**src/rtl/fetch_pkg.sv**
```systemverilog
// Shared fetch-stage types and constants; decode imports the same NOP for its flushes.
package fetch_pkg;

  typedef enum logic [1:0] {
    IDLE,
    FETCH,
    HALT
  } fetch_state_t;

  localparam logic [31:0] RESET_PC  = 32'h0000_0004;
  localparam logic [31:0] NOP_INSTR = 32'h0000_0013;

  // Instruction addresses are word aligned; the low two bits of a target are dropped.
  function automatic logic [31:0] align_pc(input logic [31:0] addr);
    return addr & ~32'h3;
  endfunction

endpackage

```
**src/rtl/fetch_unit_if.sv**
```systemverilog
// Bus between the fetch stage, instruction memory, execute redirect and the IF/ID consumer.
interface fetch_unit_if;

  logic [31:0] im_rd_ads;
  logic [31:0] ist;
  logic        redirect_valid;
  logic [31:0] redirect_pc;
  logic        id_ready;
  logic        if_valid;
  logic [31:0] if_instr;
  logic [31:0] if_pc;
  logic [31:0] if_pc_plus4;

  modport master (
    output im_rd_ads,
    input  ist,
    input  redirect_valid,
    input  redirect_pc,
    input  id_ready,
    output if_valid,
    output if_instr,
    output if_pc,
    output if_pc_plus4
  );

  modport slave (
    input  im_rd_ads,
    output ist,
    output redirect_valid,
    output redirect_pc,
    output id_ready,
    input  if_valid,
    input  if_instr,
    input  if_pc,
    input  if_pc_plus4
  );

endinterface

```
**src/rtl/if_id_reg.sv**
```systemverilog
// IF/ID pipeline register: loads a fetched word with its PC, flushes to an invalid NOP, else holds.
module if_id_reg #(
  parameter logic [31:0] NOP_INSTR = 32'h0000_0013
) (
  input  logic        clk,
  input  logic        rst_n,
  input  logic        load,
  input  logic        flush,
  input  logic [31:0] ld_instr,
  input  logic [31:0] ld_pc,
  output logic        valid,
  output logic [31:0] instr,
  output logic [31:0] pc,
  output logic [31:0] pc_plus4
);

  logic        valid_q, valid_d;
  logic [31:0] instr_q, instr_d;
  logic [31:0] pc_q, pc_d;
  logic [31:0] pc_plus4_q, pc_plus4_d;

  // Flush wins over load so a redirect always discards the word fetched alongside it.
  always_comb begin
    valid_d    = valid_q;
    instr_d    = instr_q;
    pc_d       = pc_q;
    pc_plus4_d = pc_plus4_q;
    if (flush) begin
      valid_d = 1'b0;
      instr_d = NOP_INSTR;
    end else if (load) begin
      valid_d    = 1'b1;
      instr_d    = ld_instr;
      pc_d       = ld_pc;
      pc_plus4_d = ld_pc + 32'd4;
    end
  end

  always_ff @(posedge clk or negedge rst_n) begin
    if (!rst_n) begin
      valid_q    <= 1'b0;
      instr_q    <= NOP_INSTR;
      pc_q       <= 32'h0;
      pc_plus4_q <= 32'h0;
    end else begin
      valid_q    <= valid_d;
      instr_q    <= instr_d;
      pc_q       <= pc_d;
      pc_plus4_q <= pc_plus4_d;
    end
  end

  assign valid    = valid_q;
  assign instr    = instr_q;
  assign pc       = pc_q;
  assign pc_plus4 = pc_plus4_q;

endmodule

```
**src/rtl/fetch_unit.sv**
```systemverilog
// Instruction-fetch stage: owns the PC, reads the zero-latency instruction memory and fills IF/ID,
// with stall on decode back-pressure, redirect from execute and halt on an all-zero word.
module fetch_unit #(
  parameter logic [31:0] RESET_PC  = fetch_pkg::RESET_PC,
  parameter logic [31:0] NOP_INSTR = fetch_pkg::NOP_INSTR,
  parameter int          CNT_W     = 16
) (
  input  logic             clk,
  input  logic             rst_n,
  fetch_unit_if.master     bus,
  output logic             halted,
  output logic [CNT_W-1:0] fetch_count
);

  import fetch_pkg::*;

  fetch_state_t     state_q, state_d;
  logic [31:0]      pc_q, pc_d;
  logic             halted_q, halted_d;
  logic [CNT_W-1:0] cnt_q, cnt_d;
  logic             load, flush, accept;

  assign accept        = !bus.if_valid || bus.id_ready;
  assign bus.im_rd_ads = pc_q;

  // Redirect overrides everything, including a stall and a halt.
  always_comb begin
    state_d  = state_q;
    pc_d     = pc_q;
    halted_d = halted_q;
    cnt_d    = cnt_q;
    load     = 1'b0;
    flush    = 1'b0;
    if (bus.redirect_valid) begin
      pc_d     = align_pc(bus.redirect_pc);
      flush    = 1'b1;
      halted_d = 1'b0;
      state_d  = FETCH;
    end else begin
      case (state_q)
        IDLE:  state_d = FETCH;
        FETCH: begin
          if (accept) begin
            if (bus.ist != 32'h0) begin
              load = 1'b1;
              pc_d = pc_q + 32'd4;
              if (cnt_q != {CNT_W{1'b1}}) cnt_d = cnt_q + CNT_W'(1);
            end else begin
              flush    = 1'b1;
              halted_d = 1'b1;
              state_d  = HALT;
            end
          end
        end
        HALT:    if (bus.id_ready) flush = 1'b1;
        default: state_d = IDLE;
      endcase
    end
  end

  always_ff @(posedge clk or negedge rst_n) begin
    if (!rst_n) begin
      state_q  <= IDLE;
      pc_q     <= RESET_PC;
      halted_q <= 1'b0;
      cnt_q    <= '0;
    end else begin
      state_q  <= state_d;
      pc_q     <= pc_d;
      halted_q <= halted_d;
      cnt_q    <= cnt_d;
    end
  end

  if_id_reg #(
    .NOP_INSTR (NOP_INSTR)
  ) u_if_id_reg (
    .clk      (clk),
    .rst_n    (rst_n),
    .load     (load),
    .flush    (flush),
    .ld_instr (bus.ist),
    .ld_pc    (pc_q),
    .valid    (bus.if_valid),
    .instr    (bus.if_instr),
    .pc       (bus.if_pc),
    .pc_plus4 (bus.if_pc_plus4)
  );

  assign halted      = halted_q;
  assign fetch_count = cnt_q;

endmodule
```
**src/flat_wrapper.sv**
```systemverilog
// flat-port wrapper written by rule: the top's interface ports become plain ports
module fetch_unit_flat import fetch_pkg::*;
#(
  parameter logic [31:0] RESET_PC  = fetch_pkg::RESET_PC,
  parameter logic [31:0] NOP_INSTR = fetch_pkg::NOP_INSTR,
  parameter int          CNT_W     = 16
)
  (clk, rst_n, halted, fetch_count, bus_im_rd_ads, bus_ist, bus_redirect_valid, bus_redirect_pc, bus_id_ready, bus_if_valid, bus_if_instr, bus_if_pc, bus_if_pc_plus4);
  fetch_unit_if bus_i ();
  input  logic clk;
  input  logic rst_n;
  output logic halted;
  output logic [CNT_W-1:0] fetch_count;
  output wire logic [$bits(bus_i.im_rd_ads)-1:0] bus_im_rd_ads;
  input wire logic [$bits(bus_i.ist)-1:0] bus_ist;
  input wire logic [$bits(bus_i.redirect_valid)-1:0] bus_redirect_valid;
  input wire logic [$bits(bus_i.redirect_pc)-1:0] bus_redirect_pc;
  input wire logic [$bits(bus_i.id_ready)-1:0] bus_id_ready;
  output wire logic [$bits(bus_i.if_valid)-1:0] bus_if_valid;
  output wire logic [$bits(bus_i.if_instr)-1:0] bus_if_instr;
  output wire logic [$bits(bus_i.if_pc)-1:0] bus_if_pc;
  output wire logic [$bits(bus_i.if_pc_plus4)-1:0] bus_if_pc_plus4;
  assign bus_im_rd_ads = bus_i.im_rd_ads;
  assign bus_i.ist = bus_ist;
  assign bus_i.redirect_valid = bus_redirect_valid;
  assign bus_i.redirect_pc = bus_redirect_pc;
  assign bus_i.id_ready = bus_id_ready;
  assign bus_if_valid = bus_i.if_valid;
  assign bus_if_instr = bus_i.if_instr;
  assign bus_if_pc = bus_i.if_pc;
  assign bus_if_pc_plus4 = bus_i.if_pc_plus4;
  fetch_unit #(.RESET_PC(RESET_PC), .NOP_INSTR(NOP_INSTR), .CNT_W(CNT_W)) u_core (.clk(clk), .rst_n(rst_n), .bus(bus_i), .halted(halted), .fetch_count(fetch_count));
endmodule
```
**config.mk**
```make
export PLATFORM = sky130hd
export DESIGN_NAME = fetch_unit_flat
export DESIGN_NICKNAME = d
export VERILOG_FILES = /design/src/rtl/fetch_pkg.sv /design/src/rtl/fetch_unit_if.sv /design/src/rtl/if_id_reg.sv /design/src/rtl/fetch_unit.sv /design/src/flat_wrapper.sv
export SDC_FILE = /design/constraint.sdc
export NUM_CORES = 1
export LEC_CHECK = 0
export ABC_CLOCK_PERIOD_IN_PS = 2900
export CAP_MARGIN = 20
export CORE_MARGIN = 2
export CORE_UTILIZATION = 45
export DETAILED_ROUTE_END_ITERATION = 10
export GPL_TIMING_DRIVEN = 0
export PLACE_DENSITY = 0.78
export SETUP_SLACK_MARGIN = 0.4
export SYNTH_ARGS = -nofsm -noshare
export SYNTH_HDL_FRONTEND = slang
export SYNTH_SLANG_ARGS = --single-unit
```
**constraint.sdc**
```tcl
create_clock -name clk -period 2.9 [get_ports clk]
set_input_delay 0.58 -clock clk [delete_from_list [all_inputs] [get_ports clk]]
set_output_delay 0.58 -clock clk [all_outputs]
set_load 0.01 [all_outputs]
```
# After elaboration in Yosys (flattened, before gate mapping)
# Cells that the tools add are included.
# totals
in_bits	68
regBits	148
out_inout_bits	146
word_cells	57
# op_classes
n_mux	25
add_sub_neg	2
bitwise	2
n_eq_ne	7
reduce_logical	13
# op_table
operator	count
2-to-1 mux 32 bit	6
adder 32 x 3 -> 32 bit (second input constant)	1
nonzero test 32 bit	1
adder 16 x 1 -> 16 bit (second input constant)	1
inequality test 16 bit (second input constant)	1
2-to-1 mux 1 bit	14
AND reduction 3 bit	3
nonzero test 2 bit	4
2-to-1 mux 2 bit	3
one-hot mux 2 bit (3 select lines)	1
AND reduction 5 bit	1
inequality test 2 bit (second input constant)	2
inequality test 3 x 2 -> 1 bit (second input constant)	1
inequality test 3 bit (second input constant)	1
equality test 2 x 1 -> 1 bit (second input constant)	1
equality test 2 bit (second input constant)	1
zero test 2 bit	1
NOT 1 bit	2
one-hot mux 1 bit (2 select lines)	1
AND reduction 2 bit	1
zero test 1 bit	1
logical OR 1 bit	1

# Logic depth before layout (Yosys ltp)
# logic_depth
depth_word	7
depth_mapped	8
mapped_depth_nobuf	6

# Cells and area by module
# A second synthesis with hierarchy kept.
# hier_totals
hier_cells	781
area_unflattened_um2	7235.7
# modules_own_cells
module	cells_each	seq_area_each_um2	instances	area_per_inst_um2
if_id_reg	444	2381.0	1	4254.1
fetch_unit	337	1227.4	1	2981.6

# Least setup slack after synthesis
# Ideal clock, no wire load.
# synth_timing
path_kind	input port to flip-flop
startpoint	input bus_ist[10]
endpoint	register u_core.u_if_id_reg.pc_q[10] (netlist: u_core.u_if_id_reg.pc[10])
path_slack_ps	690
setup_time_ps	125
path_stages	7
n_path_buf	3
arrival_time_ps	2085
path_cell_list	nor4_1 -> and4_1 -> buf_2 -> a2111o_1 -> buf_2 -> buf_2 -> mux2_2
# synth_between
elab_chain_len	7
# synth_rtl
item	line	source
start, declared	flat_wrapper.sv:15	input wire logic [$bits(bus_i.ist)-1:0] bus_ist;
nonzero test 32 bit *	fetch_unit.sv:44	if (bus.ist != 32'h0) begin
2-to-1 mux 1 bit	fetch_unit.sv:44	
2-to-1 mux 1 bit	fetch_unit.sv:43	if (accept) begin
one-hot mux 1 bit (2 select lines)	fetch_unit.sv:40	case (state_q)
2-to-1 mux 1 bit	fetch_unit.sv:34	if (bus.redirect_valid) begin
NOT 1 bit (no source line)	-	
AND reduction 2 bit (no source line) *	-	
end signal, assigned	if_id_reg.sv:48	pc_q <= pc_d;
end, declared	if_id_reg.sv:19	logic [31:0] pc_q, pc_d;
# Every way passes the cells marked *; elsewhere a longest branch is shown, timed or not.
# A chain may end at the register's enable or synchronous reset.

# Final worst setup path
# layout_timing
startpoint	input bus_ist[31]
endpoint	register u_core.u_if_id_reg.pc_q[24] (netlist: u_core.u_if_id_reg.pc[24])
# The elaborated chain is that of the path after synthesis.

==> flow_summary.json <==
{
  "utilization_pct": 67.23,
  "cp_num_buf_inv": 4,
  "worst_ep_arrival_time_ns": 2.74,
  "gp_congestion": 0.8296,
  "port_buffers": 205,
  "initial_core_util_pct": 45.92,
  "cts_root_buf": "clkbuf_16",
  "skew_ns": 0.005755,
  "wl_per_cell_um": 19.20,
  "avgSynthCellArea_um2": 10.73,
  "wl_mm": 20.24,
  "cts_made_buffers": 17,
  "critPathMostFrequentCell": "buf_6",
  "dp_hpwl_mm": 14.58,
  "via_per_inst": 5.620,
  "drive_gt1_share_pct": 14.71,
  "p_leak_nw": 4.052,
  "crit_chain": "clkdlybuf4s50_1 -> nor4_2 -> and4_1 -> clkbuf_4 -> a2111o_1 -> buf_6 -> buf_6 -> mux2_2",
  "dp.cells": 1017,
  "syn_area_um2": 6674,
  "vdd_drop_max_mv": 0.5194,
  "clock-sinks": 142,
  "stdcell_area_um2": 9771,
  "synth_most_common_cell": "dfrtp_1",
  "fin_crit_ns": 2.440,
  "rsz0062_at_grt": "yes",
  "fin_cells": 1054,
  "ant_nets": 0,
  "place_area_um2": 9004,
  "power_mw": 8.903,
  "fmax_ghz": 0.4098,
  "worst_slack_ns": 0.4598,
  "yosysSeqAreaShare_pct": 53.32,
  "maxCapViolations": 0,
  "core-area_um2": 14530,
  "min_period_over_period_pct": 84.14,
  "outcome": "completed",
  "place_ws_ns": -0.3901,
  "synth_area_leader_cell": "dfrtp_1",
  "grt-ovfl-total": 0,
  "tns_ns": 0,
  "synthCells": 622,
  "cp.required_ns": 3.20,
  "hold_class": "in2async",
  "synth_common_cells": "138 x dfrtp_1, 64 x nand2_1, 54 x o21ai_0",
  "synth.area.top_cells": "dfrtp_1 52%, mux2_2 5.2%, xor2_1 4.7%",
  "n_antenna_cell": 0,
  "die_area_um2": 15820,
  "synth-edff-count": 0,
  "worst_setup_path_start_kind": "primary input",
  "ctsHoldBuffers": 0,
  "antenna_found_initial": 0,
  "ios": 214,
  "clkTransAtPathRegs_ns": 0.06,
  "cts_buffer_depth": 2,
  "drc": 0,
  "die_w_um": 125.8,
  "setup_viol": 0,
  "num_vias": 5923,
  "synthToLayoutAreaGrowth_pct": 46.40,
  "yosysUniqueCellTypes": 53,
  "htreeDepth": 4,
  "yosys.area.top_type_share_pct": 51.74,
  "reg2reg_setup_slack_ns": 0.51,
  "die_h_um": 125.8,
  "synth.ff_latch_count": 142,
  "async_reset_ff_share_pct": 100.0,
  "crit_family": "buffers and inverters",
  "max_slew.worst_pin.slew_ns": 0.7393,
  "worstPathMaxFanout": 10,
  "critPathKind": "in2reg",
  "grt_usage_pct": 26.04,
  "rows": 44,
  "synthFlopType": "dfrtp_1",
  "grt_max_degree": 80,
  "crit_path_end_kind": "flop",
  "hold_viol": 0,
  "yosys_warnings": 0,
  "n_fill_cell": 1116,
  "nNetsFinal": 931,
  "dr.pass1.iters": 5,
  "dr.first_iter.drc_count": 480,
  "clkLatencyLatePin_ns": 0.42,
  "slew_viol_final": 0,
  "grt_pass1_vias": 6131,
  "max_slew_margin_pct": 50.71,
  "whs_ns": 0.1740,
  "grt_pass1_wl_mm": 32.62,
  "tritoncts": "built",
  "critPathMaxStageDelay_ns": 0.47,
  "crit_slowest_cell": "clkdlybuf4s50_1",
  "power.density_nw_per_um2": 911.2
}
flip-flops by register name, summed over array words and instances (netlist names):
name,flops
u_core.u_if_id_reg.instr,32
u_core.bus.im_rd_ads,30
u_core.u_if_id_reg.pc,30
u_core.u_if_id_reg.pc_plus4,30
u_core.fetch_count,16
u_core.state_q,2
u_core.halted,1
u_core.u_if_id_reg.valid,1
layout by cell type, fill, tap and decap left out, types with 4 or more instances in the layout:
cell	count
nor3_1	8
buf_6	4
nand4_1	11
clkbuf_1	18
nand2_1	64
clkbuf_8	5
dfrtp_1	138
nand3_1	23
mux2_2	31
xor2_1	36
ha_1	6
and3_1	9
or4_1	5
conb_1	6
clkdlybuf4s50_1	203
a22o_1	29
clkbuf_16	17
clkbuf_2	11
nor2b_1	4
dfstp_2	4
nor2_1	26
o21ai_0	54
nor4_1	9
o211ai_1	8
buf_2	10
a31oi_1	14
or3_1	11
xnor2_1	16
buf_4	11
nor4_2	8
inv_1	9
final cells by class:
type | instances | area [um^2] | share of cell area [%]
Clock inverter | 5 | 77.57 | 0.7940
Buffer | 45 | 255.2 | 2.612
Inverter | 9 | 33.78 | 0.3458
Multi-Input combinational cell | 431 | 2982 | 30.52
Sequential cell | 142 | 3558 | 36.42
Timing Repair Buffer | 211 | 2121 | 21.71
Tap cell | 184 | 230.2 | 2.356
Clock buffer | 27 | 513.0 | 5.250
timing repair:
item	in CTS	in global routing
gates resized for setup	20	23
pin swaps	2	5
setup endpoints to repair	116	90
setup buffers	4	1
routing by layer:
metal	global-route usage [%]	wire length, um
met2	41.91	9690
met3	7.264	1766
met4	10.54	426
met1	33.50	8356
met5	0	0
power breakdown:
group / switching, mW / internal (mW) / leakage (nW) / total (mW)
Sequential: 0.528 / 2.68 / 1.73 / 3.21
Combinational: 1.61 / 1.92 / 2.03 / 3.53
Clock: 0.790 / 1.38 / 0.288 / 2.17
cell families after synthesis:
group / after synthesis / synth area share (%)
simple gates: 204 / 16.27
compound gates: 129 / 13.09
other cells: 1 / 0.05619
mux: 34 / 5.680
xor+xnor: 52 / 6.824
flops: 142 / 53.32
fa+ha+maj: 6 / 1.125
buf+inv: 54 / 3.637
worst paths after layout:
check,depth (start not counted),start,end
max in group asynchronous,2,rst_n,u_core.u_if_id_reg.instr[0]
worst max-delay path,8,bus_ist[31],u_core.u_if_id_reg.pc[24]
min in group clk,2,u_core.u_if_id_reg.instr[0],u_core.u_if_id_reg.instr[0]
worst min register to register,2,u_core.u_if_id_reg.instr[0],u_core.u_if_id_reg.instr[0]
worst max register to register,5,u_core.bus.im_rd_ads[2],u_core.bus.im_rd_ads[27]
worst min-delay path,1,rst_n,u_core.fetch_count[1]
No activity file was read; power rests on OpenSTA's default activity.
